### src/rtl/uart_pkg.sv
// rtl/uart_pkg.sv - shared UART line constants and receiver state encoding
package uart_pkg;

    localparam int   UART_DATA_BITS = 8;
    localparam logic UART_START_LVL = 1'b0;
    localparam logic UART_STOP_LVL  = 1'b1;

    typedef enum logic [2:0] {
        IDLE  = 3'd0,
        START = 3'd1,
        DATA  = 3'd2,
        STOP  = 3'd3,
        BREAK = 3'd4
    } uart_state_e;

endpackage

### src/rtl/uart_receiver_if.sv
// rtl/uart_receiver_if.sv - received-byte handshake and status bundle
interface uart_receiver_if;
    import uart_pkg::*;

    logic [UART_DATA_BITS-1:0] rx_data;
    logic                      rx_valid;
    logic                      rx_ack;
    logic                      rx_busy;
    logic                      frame_err;
    logic                      overrun;

    // Receiver side: presents the byte and status, takes the acknowledge
    modport master (
        output rx_data,
        output rx_valid,
        output rx_busy,
        output frame_err,
        output overrun,
        input  rx_ack
    );

    // Consumer side
    modport slave (
        input  rx_data,
        input  rx_valid,
        input  rx_busy,
        input  frame_err,
        input  overrun,
        output rx_ack
    );

endinterface

### src/rtl/uart_rx_sync.sv
// rtl/uart_rx_sync.sv - two-flop synchroniser for the asynchronous serial line
module uart_rx_sync #(
    parameter logic RESET_VAL = 1'b1
) (
    input  logic clk,
    input  logic rst,
    input  logic d,
    output logic q
);

    logic meta_q;
    logic meta_d;
    logic sync_q;
    logic sync_d;

    // Next values are simply the previous stage
    always_comb begin
        meta_d = d;
        sync_d = meta_q;
    end

    // Reset to the idle line level so reset never looks like a start bit
    always_ff @(posedge clk or posedge rst) begin
        if (rst) begin
            meta_q <= RESET_VAL;
            sync_q <= RESET_VAL;
        end else begin
            meta_q <= meta_d;
            sync_q <= sync_d;
        end
    end

    assign q = sync_q;

endmodule

### src/rtl/uart_receiver.sv
// rtl/uart_receiver.sv - UART receive stage: 8N1 deserialiser with valid/ack output
module uart_receiver
    import uart_pkg::*;
#(
    parameter int CLKS_PER_BIT = 16
) (
    input  logic              clk,
    input  logic              rst,
    input  logic              rx,
    uart_receiver_if.master   bus
);

    localparam int CNT_W = $clog2(CLKS_PER_BIT);
    localparam logic [CNT_W-1:0] HALF_LAST = CNT_W'(CLKS_PER_BIT / 2 - 1);
    localparam logic [CNT_W-1:0] FULL_LAST = CNT_W'(CLKS_PER_BIT - 1);

    logic rx_s;

    uart_state_e               state_q,     state_d;
    logic [CNT_W-1:0]          clk_cnt_q,   clk_cnt_d;
    logic [2:0]                bit_idx_q,   bit_idx_d;
    logic [UART_DATA_BITS-1:0] shift_q,     shift_d;
    logic [UART_DATA_BITS-1:0] rx_data_q,   rx_data_d;
    logic                      rx_valid_q,  rx_valid_d;
    logic                      frame_err_q, frame_err_d;
    logic                      overrun_q,   overrun_d;

    uart_rx_sync #(
        .RESET_VAL (1'b1)
    ) u_sync (
        .clk (clk),
        .rst (rst),
        .d   (rx),
        .q   (rx_s)
    );

    // Frame sequencing, mid-bit sampling and output handshake
    always_comb begin
        state_d     = state_q;
        clk_cnt_d   = clk_cnt_q;
        bit_idx_d   = bit_idx_q;
        shift_d     = shift_q;
        rx_data_d   = rx_data_q;
        rx_valid_d  = rx_valid_q;
        frame_err_d = 1'b0;
        overrun_d   = 1'b0;

        // An ack only means something while a byte is on offer
        if (rx_valid_q && bus.rx_ack) begin
            rx_valid_d = 1'b0;
        end

        case (state_q)
            IDLE: begin
                if (rx_s == UART_START_LVL) begin
                    state_d   = START;
                    clk_cnt_d = '0;
                end
            end

            START: begin
                if (clk_cnt_q == HALF_LAST) begin
                    clk_cnt_d = '0;
                    if (rx_s == UART_START_LVL) begin
                        state_d   = DATA;
                        bit_idx_d = 3'd0;
                    end else begin
                        // Short low pulse: not a real start bit
                        state_d = IDLE;
                    end
                end else begin
                    clk_cnt_d = clk_cnt_q + 1'b1;
                end
            end

            DATA: begin
                if (clk_cnt_q == FULL_LAST) begin
                    clk_cnt_d          = '0;
                    shift_d[bit_idx_q] = rx_s;
                    if (bit_idx_q == 3'd7) begin
                        state_d = STOP;
                    end else begin
                        bit_idx_d = bit_idx_q + 3'd1;
                    end
                end else begin
                    clk_cnt_d = clk_cnt_q + 1'b1;
                end
            end

            STOP: begin
                if (clk_cnt_q == FULL_LAST) begin
                    clk_cnt_d = '0;
                    if (rx_s == UART_STOP_LVL) begin
                        state_d = IDLE;
                        if (!rx_valid_q || bus.rx_ack) begin
                            // Slot free, or freed by an ack this very cycle
                            rx_data_d  = shift_q;
                            rx_valid_d = 1'b1;
                        end else begin
                            // Old byte not taken: keep it, drop the new one
                            overrun_d = 1'b1;
                        end
                    end else begin
                        frame_err_d = 1'b1;
                        state_d     = BREAK;
                    end
                end else begin
                    clk_cnt_d = clk_cnt_q + 1'b1;
                end
            end

            BREAK: begin
                // Wait out a held-low line so it cannot retrigger a frame
                if (rx_s == UART_STOP_LVL) begin
                    state_d   = IDLE;
                    clk_cnt_d = '0;
                end
            end

            default: begin
                state_d   = IDLE;
                clk_cnt_d = '0;
            end
        endcase
    end

    // State and output registers
    always_ff @(posedge clk or posedge rst) begin
        if (rst) begin
            state_q     <= IDLE;
            clk_cnt_q   <= '0;
            bit_idx_q   <= 3'd0;
            shift_q     <= '0;
            rx_data_q   <= '0;
            rx_valid_q  <= 1'b0;
            frame_err_q <= 1'b0;
            overrun_q   <= 1'b0;
        end else begin
            state_q     <= state_d;
            clk_cnt_q   <= clk_cnt_d;
            bit_idx_q   <= bit_idx_d;
            shift_q     <= shift_d;
            rx_data_q   <= rx_data_d;
            rx_valid_q  <= rx_valid_d;
            frame_err_q <= frame_err_d;
            overrun_q   <= overrun_d;
        end
    end

    assign bus.rx_data   = rx_data_q;
    assign bus.rx_valid  = rx_valid_q;
    assign bus.rx_busy   = (state_q != IDLE);
    assign bus.frame_err = frame_err_q;
    assign bus.overrun   = overrun_q;

endmodule

### src/flat_wrapper.sv
// flat-port wrapper written by rule: the top's interface ports become plain ports
module uart_receiver_flat import uart_pkg::*;
#(
    parameter int CLKS_PER_BIT = 16
)
  (clk, rst, rx, bus_rx_data, bus_rx_valid, bus_rx_busy, bus_frame_err, bus_overrun, bus_rx_ack);
  uart_receiver_if bus_i ();
  input  logic clk;
  input  logic rst;
  input  logic rx;
  output wire logic [$bits(bus_i.rx_data)-1:0] bus_rx_data;
  output wire logic [$bits(bus_i.rx_valid)-1:0] bus_rx_valid;
  output wire logic [$bits(bus_i.rx_busy)-1:0] bus_rx_busy;
  output wire logic [$bits(bus_i.frame_err)-1:0] bus_frame_err;
  output wire logic [$bits(bus_i.overrun)-1:0] bus_overrun;
  input wire logic [$bits(bus_i.rx_ack)-1:0] bus_rx_ack;
  assign bus_rx_data = bus_i.rx_data;
  assign bus_rx_valid = bus_i.rx_valid;
  assign bus_rx_busy = bus_i.rx_busy;
  assign bus_frame_err = bus_i.frame_err;
  assign bus_overrun = bus_i.overrun;
  assign bus_i.rx_ack = bus_rx_ack;
  uart_receiver #(.CLKS_PER_BIT(CLKS_PER_BIT)) u_core (.clk(clk), .rst(rst), .rx(rx), .bus(bus_i));
endmodule
### config.mk
export PLATFORM = sky130hd
export DESIGN_NAME = uart_receiver_flat
export DESIGN_NICKNAME = d
export VERILOG_FILES = /design/src/rtl/uart_pkg.sv /design/src/rtl/uart_receiver_if.sv /design/src/rtl/uart_rx_sync.sv /design/src/rtl/uart_receiver.sv /design/src/flat_wrapper.sv
export SDC_FILE = /design/constraint.sdc
export NUM_CORES = 1
export LEC_CHECK = 0
export ABC_AREA = 1
export BUFFER_PORTS_ARGS = -buffer_cell sky130_fd_sc_hd__buf_2
export CORE_ASPECT_RATIO = 0.7
export CORE_MARGIN = 3
export CORE_UTILIZATION = 38
export DETAILED_ROUTE_END_ITERATION = 8
export PLACE_DENSITY = 0.57
export SETUP_SLACK_MARGIN = 0.02
export SLEW_MARGIN = 40
export SYNTH_ARGS = -nofsm -noshare
export SYNTH_HDL_FRONTEND = slang
export SYNTH_SLANG_ARGS = --single-unit
### constraint.sdc
create_clock -name clk -period 1.8 [get_ports clk]
set_clock_uncertainty 0.05 [all_clocks]
set_input_delay 0.36 -clock clk [delete_from_list [all_inputs] [get_ports clk]]
set_output_delay 0.36 -clock clk [all_outputs]
set_load 0.1 [all_outputs]
==> reports/summary.txt, run 1 <==
status -> finished clean
P_int -> 1.40 mW
peak supply drop -> 563 µV
Critical R2R Launch -> u_core.bit_idx_q[0]
largest area contributor in the netlist -> dfrtp_1
CP cell instances -> nor2_2 -> nand2_1 -> clkbuf_4
Nets -> 208
Post-CTS Hold Fix Bufs -> 0
final hold vios -> 0
# fillers -> 362
drt wl/cell -> 10.7 µm
number of global-route vias before repair -> 1,051
Vias -> 1,190
GPL Wtd Cong -> 0.821
Highest Clock Rate -> 0.608 GHz
Sequential Power Share -> 39.1%
Synth area leaders -> dfrtp_1 48%, nand2_1 14%, nand3_1 5.7%
Die Span Y -> 58.5 µm
crit share post-route -> 91.4%
dpl hpwl -> 2030 µm
Slew Viols, Final -> 0
DRC Markers -> 0
clock-pin slew on the worst setup and hold paths -> 0.07 ns
IO Pins -> 16
Syn Area/Cell -> 8.36 µm²
Setup TNS Final -> 0 ns
Num CTS Buffers -> 5
Crit Reg-Reg Endpoint -> u_core.bit_idx_q[1]
postcts setup bufs -> 0
Skew-Pair Late Insertion Delay -> 0.27 ns
hold crit path type -> in2async
Avg Vias per Cell -> 4.72
area share of the largest cell type after synthesis -> 48.5%
sequential cell area fraction in the yosys report -> 52.0%
DRT antenna net count -> 0
Slew HR -> 67.6%
sw frac -> 36.9%
Initial Util -> 41.0%
library cells used by synthesis -> 23
final wirelength -> 2710 µm
Worst Setup End Kind -> output pin
Synth Net Count -> 186
die area -> 4740 µm²
Syn Inst Count -> 179
core area -> 3650 µm²
flop-to-flop setup slack -> 0.20 ns
Crit-path slowest cell -> dfrtp_1
die extent in x -> 81.0 µm
Yosys warnings -> 0
# diodes -> 0
PortBufs -> 15
Required @ worst endpoint -> 1.39 ns
worst-margin pin slew -> 0.489 ns
post-CTS resize count -> 0
WP data arrival -> 1.24 ns
Clock Power Share -> 31.3%
NetSw -> 0.819 mW
Period minus WS final -> 1.65 ns
most frequent cell after synthesis -> nand2_1
maximum clock path buffer count -> 2
Critical Path Fanout Max -> 7
CTS tree -> yes
Iteration-0 DRC Markers -> 58
clk root buf -> clkbuf_8
WS Path Type -> reg2out
Max-cap violations -> 0
crit start category -> flop
Primary FF master, synth -> dfrtp_1
Post-synth EDFFs -> 0
total track usage -> 13.1%
cell area after synthesis -> 1500 µm²
slowest cell delay on critical path -> 0.51 ns
FP Rows -> 18
global route overflow -> 0
RSZ-0062 raised after global routing -> no
first-pass GRT wire length -> 4680 µm
WHS -> 0.105 ns
synthesis-to-layout area growth -> 17.6%
Comb power frac -> 29.6%
power density cells -> 1260 nW/µm²
post-synthesis register bit count -> 31
H-tree depth -> 2
DRT Pass-1 Iters -> 4
Leak Pwr -> 0.902 nW
antenna violations before repair -> 0
clock sinks -> 31
layout cells sized above 1 -> 23.3%
Post-synth top cells -> 55 x nand2_1, 29 x dfrtp_1, 17 x nand3_1, 17 x nor2_1, 16 x inv_1
cells on worst reg2reg path -> 8
Post-synth ARST share -> 100%
Setup-failing EPs final -> 0
largest net degree at the start of global routing -> 32
[flip-flops by register name (all words and copies together) (netlist names)]
name and cells:
u_core.clk_cnt_q 4, u_core.bus.rx_data 8, u_core.state_q 3, u_core.shift_q 8
u_core.u_sync.meta_q 1, u_core.u_sync.q 1, u_core.bus.rx_valid 1, u_core.bus.overrun 1
u_core.bit_idx_q 3, u_core.bus.frame_err 1
[layout make-up]
class	count	area [µm²]	share of cell area (%)
timing repair buffer	16	85.1	4.84
sequential	31	778	44.2
clock inverter	2	35.0	1.99
inverter	20	77.6	4.41
tap	50	62.6	3.56
clock buffer	6	82.6	4.69
multi-input combinational	127	638	36.3
[how the worst max path moves through the flow]
stage                        start                    end  slack, ns
2_1_floorplan  u_core.bus.rx_valid  u_core.bus.rx_data[3]       0.12
3_3_place_gp   u_core.clk_cnt_q[0]      u_core.state_q[1]       0.29
3_5_place_dp   u_core.bit_idx_q[0]    u_core.bit_idx_q[1]       0.21
4_1_cts          u_core.state_q[1]            bus_rx_busy       0.02
5_1_grt          u_core.state_q[1]            bus_rx_busy       0.06
6_report         u_core.state_q[1]            bus_rx_busy       0.15
[kinds of logic (layout without fill, tap and decap cells)]
family | count (synthesis) | after routing | share of synthesized area, %
AO/OA/AOI/OAI | 18 | 18 | 6.77
adder cells (fa/ha/maj) | 3 | 3 | 2.51
buffers and inverters | 21 | 44 | 5.52
flip-flops | 31 | 31 | 52.0
multiplexers | 1 | 1 | 0.669
AND/OR/NAND/NOR | 105 | 105 | 32.5
[layer usage]
metal  vias to the layer above  global-route usage [%]  wire, µm  part of all wire (%)
met5                         -                       0         0                     0
met4                         0                    5.06        17                  0.63
met3                         2                    4.13       163                   6.0
met2                        28                    18.2      1130                    42
met1                       544                    18.8      1400                    52
li1                        616                       -         -                     -
[cells in the final DEF, fill, tap and decap left out, types with 4 or more instances in the layout]
cell	synthesis	routed
a21oi_1	5	5
dfrtp_1	29	29
nand3_1	17	17
nand2_1	55	55
nor2_1	17	16
o21ai_1	6	6
inv_1	16	16
o21ai_0	4	4
buf_2	1	14
nor2_2	4	5
clkbuf_8	0	6
[critical path: cells and delay by family, from the launching register on]
kind,cells,cell delay (ns)
buffers and inverters,1,0.32
flip-flops,1,0.51
AND/OR/NAND/NOR,2,0.13
[stage by stage]
stage / total power, mW / cell area [µm²] / setup slack, ns / cells / utilization, %
final: 2.22 / 1760 / 0.154 / 252 / 48.2
after global routing: 2.36 / 1760 / 0.0579 / 252 / 48.2
after CTS: 2.22 / 1750 / 0.0216 / 252 / 48.1
after detailed placement: 1.52 / 1640 / 0.210 / 244 / 44.9
after global placement: 1.51 / 1640 / 0.285 / 244 / 44.9
after floorplan: 1.40 / 1500 / 0.124 / 179 / -
[power groups by stage]
stage / clock, mW / sequential [mW] / combinational, mW
after floorplan: 0 / 0.852 / 0.544
after global placement: 0 / 0.871 / 0.639
after detailed placement: 0 / 0.876 / 0.640
after CTS: 0.715 / 0.864 / 0.643
after global routing: 0.750 / 0.880 / 0.729
final: 0.693 / 0.867 / 0.656
Note: power is estimated with default switching activity, not from simulation.
==> run 2: changes to the inputs <==
- CTS_CLUSTER_DIAMETER: not set -> 40
- PLACE_DENSITY: 0.57 -> not set
==> reports/summary.txt, run 2 (synthesis results as in run 1) <==
Avg Vias per Cell -> 4.75 (+0.50%)
FP Rows -> 18 (unchanged)
drt wl/cell -> 10.8 µm (+0.26%)
clock sinks -> 31 (unchanged)
Max-cap violations -> 0 (unchanged)
Skew-Pair Late Insertion Delay -> 0.27 ns (about the same)
flop-to-flop setup slack -> 0.21 ns (about the same)
Num CTS Buffers -> 5 (unchanged)
die extent in x -> 81.0 µm (unchanged)
WHS -> 0.106 ns (+0.000667 ns)
peak supply drop -> 560 µV (-0.48%)
Setup-failing EPs final -> 0 (unchanged)
Period minus WS final -> 1.66 ns (+0.0123 ns)
global route overflow -> 0 (unchanged)
layout cells sized above 1 -> 22.8% (-0.50 points)
synthesis-to-layout area growth -> 17.4%
Initial Util -> 41.0% (unchanged)
# diodes -> 0 (unchanged)
H-tree depth -> 2 (unchanged)
clock-pin slew on the worst setup and hold paths -> 0.07 ns (about the same)
RSZ-0062 raised after global routing -> no
Required @ worst endpoint -> 1.39 ns (about the same)
CTS tree -> yes
Nets -> 208 (unchanged)
Highest Clock Rate -> 0.603 GHz (-0.74%)
cells on worst reg2reg path -> 8 (unchanged)
power density cells -> 1260 nW/µm² (+0.16%)
crit start category -> flop
maximum clock path buffer count -> 2 (unchanged)
DRT antenna net count -> 0 (unchanged)
DRC Markers -> 0 (unchanged)
worst-margin pin slew -> 0.495 ns (+0.00557 ns)
Critical Path Fanout Max -> 7 (unchanged)
register area -> 778 µm² (unchanged)
first-pass GRT wire length -> 4690 µm (+0.30%)
die area -> 4740 µm² (unchanged)
Leak Pwr -> 0.902 nW (about the same)
crit share post-route -> 92.1% (+0.68 points)
WP data arrival -> 1.25 ns (about the same)
post-CTS resize count -> 1 (+1)
hold crit path type -> in2async
Setup TNS Final -> 0 ns (unchanged)
Vias -> 1,196 (+0.50%)
# fillers -> 351 (-3.0%)
Post-CTS Hold Fix Bufs -> 0 (unchanged)
Power Total -> 2.22 mW (about the same)
final hold vios -> 0 (unchanged)
Crit Reg-Reg Endpoint -> u_core.bit_idx_q[1]
final core occ -> 48.1% (-0.069 points)
core area -> 3650 µm² (unchanged)
dpl hpwl -> 2050 µm (+0.90%)
Post-Place Cells -> 244 (unchanged)
DRT Pass-1 Iters -> 4 (unchanged)
Critical R2R Launch -> u_core.bit_idx_q[0]
most frequent cells in the layout -> 55 x nand2_1, 29 x dfrtp_1, 17 x nand3_1, 17 x nor2_1, 16 x inv_1
Iteration-0 DRC Markers -> 70 (+21%)
status -> finished clean
Die Span Y -> 58.5 µm (unchanged)
clk root buf -> clkbuf_8
PortBufs -> 15 (unchanged)
Worst Setup End Kind -> output pin
IO Pins -> 16 (unchanged)
Slew HR -> 67.2% (-0.37 points)
WS Path Type -> reg2out
postcts setup bufs -> 0 (unchanged)
area of the multi-input gates -> 636 µm² (-0.39%)
number of global-route vias before repair -> 1,070 (+1.8%)
Slew Viols, Final -> 0 (unchanged)
GPL Wtd Cong -> 0.858 (+4.5%)
non-filler instance count after layout -> 252 (unchanged)
largest net degree at the start of global routing -> 32 (unchanged)
leading cell type in the layout, fill and taps excluded -> nand2_1
total track usage -> 13.2% (+0.14 points)
antenna violations before repair -> 0 (unchanged)
final wirelength -> 2720 µm (+0.26%)
## run 2: cell count changes in the layout (fill, tap and decap cells not counted)
| cell | before | now |
|---|---|---|
| nor2_1 | 16 | 17 |
| buf_4 | 1 | 2 |
| nor2_2 | 5 | 4 |
| clkbuf_4 | 1 | 0 |
## run 2: how the worst max path moves through the flow
stage,slack (ns),endpoint,cells past startpoint,start
finish,0.14,bus_rx_busy,3,u_core.state_q[1]
global route,0.06,u_core.state_q[0],8,u_core.clk_cnt_q[0]
floorplan,0.12,u_core.bus.rx_data[3],6,u_core.bus.rx_valid
global placement,0.30,u_core.state_q[1],8,u_core.clk_cnt_q[0]
CTS,0.13,bus_rx_busy,3,u_core.state_q[1]
detailed placement,0.23,u_core.state_q[0],8,u_core.clk_cnt_q[0]
## run 2: per-stage QoR
step                      worst slack (ns)  instance area (µm²)
after detailed placement             0.232                 1640
after global routing                0.0595                 1760
after CTS                            0.132                 1760
final                                0.142                 1760
after floorplan                      0.124                 1500
after global placement               0.298                 1640
## run 2: final cells by class
class	instances	area share, %
clock buffer	6	4.70
multi-input combinational	127	36.2
timing repair buffer	16	4.84
clock inverter	2	1.99
inverter	20	4.42
sequential	31	44.3
tap	50	3.56
## run 2: metal layers
layer / GRT usage (%) / wire, µm
met5: 0 / 0
met4: 5.78 / 34
met3: 4.13 / 143
met2: 20.5 / 1210
met1: 17.1 / 1320
## run 2: critical path, cell delays in order, from the launching register on
cell	delay [ns]
dfrtp_1	0.48
nor2_1	0.19
nand2_1	0.07
buf_4	0.23
## run 2: power breakdown
group	internal (mW)	total (mW)	switching [mW]
registers	0.766	0.864	0.0980
logic	0.183	0.653	0.470
clock network	0.447	0.699	0.252
total	1.40	2.22	0.820
